<file path="config.mk">
export PLATFORM = sky130hd
export DESIGN_NAME = hero_bus_rx
export DESIGN_NICKNAME = d
export VERILOG_FILES = /design/src/rtl/hero_bus_rx.sv
export SDC_FILE = /design/constraint.sdc
export NUM_CORES = 1
export LEC_CHECK = 0
export BUFFER_PORTS_ARGS = -buffer_cell sky130_fd_sc_hd__clkbuf_2
export CELL_PAD_IN_SITES_DETAIL_PLACEMENT = 0
export CELL_PAD_IN_SITES_GLOBAL_PLACEMENT = 2
export CORE_ASPECT_RATIO = 1.2
export CORE_MARGIN = 3
export CORE_UTILIZATION = 35
export CTS_CLUSTER_SIZE = 20
export DETAILED_ROUTE_END_ITERATION = 8
export GPL_ROUTABILITY_DRIVEN = 0
export HOLD_SLACK_MARGIN = 0.12
export PLACE_DENSITY = 0.75
export SLEW_MARGIN = 10
export SYNTH_ARGS = -nofsm -noshare
export SYNTH_HDL_FRONTEND = slang
export SYNTH_SLANG_ARGS = --single-unit
</file>
<file path="constraint.sdc">
create_clock -name clk -period 3.1 [get_ports clk]
set_input_delay 0.465 -clock clk [delete_from_list [all_inputs] [get_ports clk]]
set_output_delay 0.465 -clock clk [all_outputs]
set_load 0.03 [all_outputs]
</file>
<file path="src/rtl/hero_bus_rx.sv">
// Hero write bus receiver: frames incoming beats into messages, buffers them in a
// FIFO and streams them out with a last marker, enforcing a maximum message length.
module hero_bus_rx #(
  parameter int unsigned HERO_WIDTH = 32,
  parameter int unsigned DEPTH      = 8,
  parameter int unsigned MAX_BEATS  = 16,
  parameter int unsigned CNT_W      = 16
) (
  input  logic                  clk,
  input  logic                  rst_n,
  input  logic [1:0]            in_cycle,
  input  logic [HERO_WIDTH-1:0] in_data,
  output logic                  in_ready,
  output logic                  out_valid,
  output logic [HERO_WIDTH-1:0] out_data,
  output logic                  out_last,
  input  logic                  out_ready,
  output logic                  err_trunc,
  output logic                  err_illegal,
  output logic [CNT_W-1:0]      msg_count
);

  localparam int unsigned AW = (DEPTH > 1) ? $clog2(DEPTH) : 1;
  localparam int unsigned BW = $clog2(MAX_BEATS + 1);

  localparam logic [1:0] CYC_VALID   = 2'd1;
  localparam logic [1:0] CYC_DONE    = 2'd2;
  localparam logic [1:0] CYC_ILLEGAL = 2'd3;

  typedef enum logic [1:0] {S_IDLE, S_RECV, S_DROP} state_t;

  state_t                state, state_nxt;
  logic [BW-1:0]         beat_cnt;
  logic [HERO_WIDTH-1:0] data_mem [DEPTH];
  logic [DEPTH-1:0]      last_mem;
  logic [AW-1:0]         wr_ptr, rd_ptr;
  logic [AW:0]           count;

  logic fifo_full_c, acc_valid_c, acc_done_c, at_max_c, pop_c;
  logic push_c, push_last_c, msg_inc_c, trunc_c;

  assign fifo_full_c = (count == (AW+1)'(DEPTH));
  assign in_ready    = !fifo_full_c || (state == S_DROP);
  assign acc_valid_c = in_ready && (in_cycle == CYC_VALID);
  assign acc_done_c  = in_ready && (in_cycle == CYC_DONE);
  assign at_max_c    = (BW'(beat_cnt + BW'(1)) == BW'(MAX_BEATS));

  // FIFO head is read straight out of the storage registers
  assign out_valid = (count != '0);
  assign out_data  = data_mem[rd_ptr];
  assign out_last  = last_mem[rd_ptr];
  assign pop_c     = out_valid && out_ready;

  always_ff @(posedge clk or negedge rst_n) begin
    if (!rst_n) state <= S_IDLE;
    else        state <= state_nxt;
  end

  always_comb begin
    state_nxt = state;
    case (state)
      S_IDLE, S_RECV: begin
        if (acc_valid_c)     state_nxt = at_max_c ? S_DROP : S_RECV;
        else if (acc_done_c) state_nxt = S_IDLE;
      end
      S_DROP:  if (acc_done_c) state_nxt = S_IDLE;
      default: state_nxt = S_IDLE;
    endcase
  end

  always_comb begin
    push_c      = 1'b0;
    push_last_c = 1'b0;
    msg_inc_c   = 1'b0;
    trunc_c     = 1'b0;
    if (state != S_DROP) begin
      if (acc_valid_c) begin
        push_c      = 1'b1;
        push_last_c = at_max_c;
        msg_inc_c   = at_max_c;
        trunc_c     = at_max_c;
      end else if (acc_done_c) begin
        push_c      = 1'b1;
        push_last_c = 1'b1;
        msg_inc_c   = 1'b1;
      end
    end
  end

  // Beat counter only carries meaning while a message is being received
  always_ff @(posedge clk or negedge rst_n) begin
    if (!rst_n)                  beat_cnt <= '0;
    else if (state_nxt != S_RECV) beat_cnt <= '0;
    else if (push_c)             beat_cnt <= BW'(beat_cnt + BW'(1));
  end

  always_ff @(posedge clk or negedge rst_n) begin
    if (!rst_n) begin
      for (int i = 0; i < int'(DEPTH); i++) data_mem[i] <= '0;
      last_mem <= '0;
      wr_ptr   <= '0;
      rd_ptr   <= '0;
      count    <= '0;
    end else begin
      if (push_c) begin
        data_mem[wr_ptr] <= in_data;
        last_mem[wr_ptr] <= push_last_c;
        wr_ptr           <= AW'(wr_ptr + AW'(1));
      end
      if (pop_c) rd_ptr <= AW'(rd_ptr + AW'(1));
      case ({push_c, pop_c})
        2'b10:   count <= (AW+1)'(count + (AW+1)'(1));
        2'b01:   count <= (AW+1)'(count - (AW+1)'(1));
        default: count <= count;
      endcase
    end
  end

  always_ff @(posedge clk or negedge rst_n) begin
    if (!rst_n) begin
      msg_count   <= '0;
      err_trunc   <= 1'b0;
      err_illegal <= 1'b0;
    end else begin
      if (msg_inc_c && (msg_count != {CNT_W{1'b1}})) msg_count <= CNT_W'(msg_count + CNT_W'(1));
      err_trunc   <= trunc_c;
      err_illegal <= in_ready && (in_cycle == CYC_ILLEGAL);
    end
  end

endmodule
</file>
# Yosys cells after proc, flatten, opt, wreduce, memory -nomap -nowiden

Index checks and enable logic that the tools add are counted.

Register bits after elaboration: 299
Logic and storage cells: 82
Input bits: 37

Eq/ne operators: 12
Multiplexer cells: 25
$add $sub $neg: 6
Bitwise gates (word level): 2
Magnitude comparators: 6
Reduce and logical (&&, ||, !) cells: 14

Operators with widths:

| kind                                                                          | number |
|---|---|
| 256-bit bitwise mux                                                           | 1 |
| 32-bit binary-select mux with 3-bit select                                    | 1 |
| 32-bit demux with 3-bit select                                                | 1 |
| 32-bit 2-to-1 mux                                                             | 3 |
| 16-bit by 1-bit adder with 16-bit output (second input constant)              | 1 |
| 16-bit != test (second input constant)                                        | 1 |
| 5-bit 2-to-1 mux                                                              | 2 |
| 1-bit 2-to-1 mux                                                              | 9 |
| 8-bit bitwise mux                                                             | 1 |
| 2-bit equality test (second input constant)                                   | 4 |
| 4-bit greater-or-equal comparator (second input constant)                     | 2 |
| 3-bit by 4-bit less-than comparator with 1-bit output (second input constant) | 2 |
| 3-bit NOT with 4-bit output                                                   | 2 |
| 4-bit one-hot mux with 2 select lines                                         | 1 |
| 1-bit logical AND                                                             | 7 |
| 3-bit by 1-bit adder with 3-bit output (second input constant)                | 2 |
| 2-bit by 1-bit equality test with 1-bit output (second input constant)        | 3 |
| 2-bit 2-to-1 mux                                                              | 3 |
| 5-bit by 1-bit adder with 5-bit output (second input constant)                | 1 |
| 5-bit equality test (second input constant)                                   | 1 |
| 4-bit by 1-bit adder with 4-bit output (second input constant)                | 1 |
| 4-bit equality test (second input constant)                                   | 1 |
| 4-bit by 1-bit less-than comparator with 1-bit output (second input constant) | 1 |
| 2-bit one-hot mux with 2 select lines                                         | 1 |
| other kinds (12)                                                              | 13 |

# Longest topological paths before layout

Depth in word-level cells: 9
Depth in mapped cells: 11

# Worst setup path after synthesis

No wires, ideal clock.

Path type: input -> register
From: in in_cycle[0]
To: reg count[3]
Required time: 2974 ps
Library setup time: 126 ps
Arrival time: 2359 ps
Path buffers: 0
Stages: 11
Slack: 615 ps
Cell sequence: and2b_1 -> nor2_1 -> nor2_1 -> inv_1 -> ha_1 -> ha_1 -> a21o_1 -> a21oi_1 -> xnor2_1 -> nor2_1 -> xor2_1

Word-level cells in the longest chain between the ends: 7
Elaborated cells between the ends (all ways): 11

RTL lines:

| element                                                                                      | RTL line | source |
|---|---|---|
| start, declared                                                                              | 11       | `input logic [1:0] in_cycle,` |
| 2-bit equality test                                                                          | 45       | `assign acc_done_c = in_ready && (in_cycle == CYC_DONE);` |
| 1-bit logical AND                                                                            | 45       |  |
| 1-bit 2-to-1 mux                                                                             | 82       | `end else if (acc_done_c) begin` |
| 1-bit 2-to-1 mux *                                                                           | 77       | `if (acc_valid_c) begin` |
| 1-bit 2-to-1 mux *                                                                           | 76       | `if (state != S_DROP) begin` |
| 2-bit by 1-bit equality test with 1-bit output / 2-bit equality test (equally long branches) | 111      | `case ({push_c, pop_c})` |
| 4-bit one-hot mux with 2 select lines / 2-bit nonzero test (equally long branches)           | n/a      |  |
| end signal, assigned                                                                         | 112      | `2'b10: count <= (AW+1)'(count + (AW+1)'(1));` |
| end signal, assigned                                                                         | 113      | `2'b01: count <= (AW+1)'(count - (AW+1)'(1));` |
| end signal, assigned                                                                         | 114      | `default: count <= count;` |
| end, declared                                                                                | 37       | `logic [AW:0] count;` |

Mark *: on every way between the ends. The rest lies on a longest branch, timed or not.
A chain may end at the register's enable or synchronous reset.

# Final worst setup path

From: reg rd_ptr[0]
To: out out_data[23]

Word-level cells in the longest chain between the ends: 4

RTL lines:

| element                                              | RTL line | source |
|---|---|---|
| start, declared                                      | 36       | `logic [AW-1:0] wr_ptr, rd_ptr;` |
| start signal, assigned                               | 110      | `if (pop_c) rd_ptr <= AW'(rd_ptr + AW'(1));` |
| 3-bit NOT with 4-bit output (implied by the code)    | 50       | `assign out_data = data_mem[rd_ptr];` |
| 32-bit binary-select mux with 3-bit select           | 50       |  |
| 32-bit 2-to-1 mux (implied by the code) (2 in a row) | 50       |  |
| end, declared                                        | 15       | `output logic [HERO_WIDTH-1:0] out_data,` |

No other way between the ends. The select of a mux whose other input is x is not followed.

==> flow_summary.toml <==
[worst_setup_path]
rrSetupSlack_ps = 680
regToRegStartpoint = "count[0]"
critPathCaptureType = "output pin"
critPathLaunchType = "flip-flop"
r2r_cells = 11
timing.rr.end = "count[3]"
worstPathMaxFanout = 50
critPathArrivalTime_ps = 2410
cp.required_ps = 2630
worstSetupPathType = "flip-flop to output pin"
crit_start = "rd_ptr[0]"

[timing]
setup_violations = 0
period_minus_slack_ps = 2870
slew_viol_final = 0
finalHoldViolations = 0
worstMarginPinSlew_ps = 635
fin_ws_ps = 228
fin_crit_sh_pct = 92.7
max_slew_margin_pct = 57.7
grt_setup_unrepaired = "no"
final.setup.tns_ps = 0
fmax_mhz = 348
skew_ps = 8.41

[yosys]
synth_edf_count = 0
async_flop_share_pct = 100
ys_seq_area_share_pct = 55.1
synth-seq-cells = 299
yosys_warnings = 0
synth.distinct_cells = 42
netlist_top_cells_count = "299 x dfrtp_1, 269 x mux2_2, 66 x mux4_2, 28 x mux2_4, 25 x buf_2"
synth_area_leaders = "dfrtp_1 55%, mux2_2 22%, mux4_2 11%"
synthesis.nets = 903
syn_area_um2 = 13600
yosysMostFrequentCell = "dfrtp_1"
synth_top_area_share_pct = 55.1
synthCells = 858
yosysTopAreaCell = "dfrtp_1"
synth_flop_cell = "dfrtp_1"
avgSynthCellArea_um2 = 15.8

[clock_tree]
clkSinkCount = 299
cts_inserted_buffers = 35
cts_resized = 0
clock_latency_ps = 510
cts_tree = "yes"
clk_path_buf_depth = 3
htreeDepth = 2
clkTransAtPathRegs_ps = 60
cts-root-buf = "clkbuf_16"

[worst_hold_path]
hold_depth = 3
min_path_type = "input port to flip-flop"
hp-start = "in_cycle[0]"
hold_end = "err_trunc"

[power_and_ir_drop]
power_mw = 18.8
powerDensity_nw_per_um2 = 1180
ir_drop_mv = 0.519
leakage_nw = 7.03

[die]
core.rowCount = 78
start_util_pct = 35.7
io_pins = 90
die_area_um2 = 41200
core-area_um2 = 38100
die_width_um = 186
die_height_um = 222

[run_status]
status = "finished clean"

[drt]
wl_um = 29100
ant_nets = 0
dr_total_vias = 7475
drt-vias-per-instance = 5.09
first_iter_violations = 227
dr.pass1.iters = 4
wire_per_inst_um = 19.8
drc = 0

[finish]
fin_nets = 1007
area_delta_synth_final_pct = 17.4
final_util_pct = 41.9
finalNonFillerCells = 1469
drive_gt1_share_pct = 55.8

[global_route]
track_usage_pct = 14.5
grt_overflow = 0
busiest_layer = "met2"
grt_start_max_net_pins = 89
antenna_found_initial = 2
grt_pass1_wl_um = 46900
grtUsageMet3_pct = 3.12
met2_usage_pct = 24.3
grt_pass1_vias = 8159
met1_usage_pct = 19.0

[place]
hpwlAfterDp_um = 17600
dpl.cell_count = 1404
io_buffers = 89
pre_cts_ws_ps = 592

[job]
maxCapViolCount = 0
==> cell type report <==
class                   instances  area, um2
inverters                      11       41.3
fillers                      3467      22100
repair buffers                115        716
flip-flops and latches        299       7490
clock inverters                11        164
well taps                     480        601
multi-input cells             500       5860
diodes                          2       5.00
clock buffers                  51       1080
==> flip-flops by register name, indices dropped and copies added (netlist names) <==
signal       count
err_illegal      1
count            4
state            2
err_trunc        1
last_mem         8
wr_ptr           3
data_mem       256
rd_ptr           3
msg_count       16
beat_cnt         5
==> what timing repair did <==
| item | in CTS | in global routing |
|---|---|---|
| setup buffers | 0 | 0 |
| hold buffers | 1 | 0 |
| hold endpoints to repair | 67 | 0 |
==> power breakdown <==
part | internal (mW) | total [mW] | switching (mW)
Sequential | 5.76 | 6.76 | 0.999
Clock | 2.75 | 4.35 | 1.61
Combinational | 4.11 | 7.72 | 3.61
Total | 12.6 | 18.8 | 6.21
==> metrics by stage <==
| step | hold WS [ps] | instance area, um2 |
|---|---|---|
| floorplan | 169 | 13600 |
| detailed placement | 477 | 14700 |
| CTS | 227 | 15900 |
| global placement | 459 | 14700 |
| finish | 248 | 16000 |
| global route | 254 | 15900 |
==> how the worst max path moves through the flow <==
stage / slack, ps / to / depth (start not counted)
2_1_floorplan: 620 / count[3] / 11
3_3_place_gp: 620 / count[3] / 12
3_5_place_dp: 590 / count[3] / 12
4_1_cts: 150 / out_data[31] / 4
5_1_grt: 120 / out_data[31] / 4
6_report: 230 / out_data[23] / 4
==> worst max-delay path, stage by stage (launching register included) <==
cell and delay (ps):
dfrtp_4 420, buf_12 390, mux4_2 570, mux2_2 310
clkbuf_2 190
==> cells by family after synthesis <==
logic type      Yosys count  synth area share [%]
simple gates             84                  3.18
flops                   299                  55.1
buf+inv                  59                  2.08
mux                     364                  36.4
xor+xnor                 25                  1.61
fa+ha+maj                 8                 0.792
compound gates           19                 0.884
==> per-layer routing <==
metal  vias to the layer above  part of all wire [%]
met5                         -                     0
met4                         0                   2.1
met3                        40                   4.0
met2                       108                    50
met1                      3951                    44
li1                       3376                     -
==> cells in the final DEF (no fill, tap or decap), drive strengths merged, types with 2 or more instances in the layout <==
cell and n:
diode 2, mux2 297, nand3b 2, inv 11, o21ai 7, buf 26, xor2 15, a21o 2
nand3 12, xnor2 10, nor3 9, and2 2, ha 7, a21oi 3, clkbuf 139, nor2 19
mux4 66, bufinv 4, nand2b 3, and3 2, clkinvlp 2, nand4 4, nor2b 2, nand2 19
a31oi 4, clkinv 5, and2b 2, dfrtp 299, or2 3
Note: power is estimated with default switching activity, not from simulation.
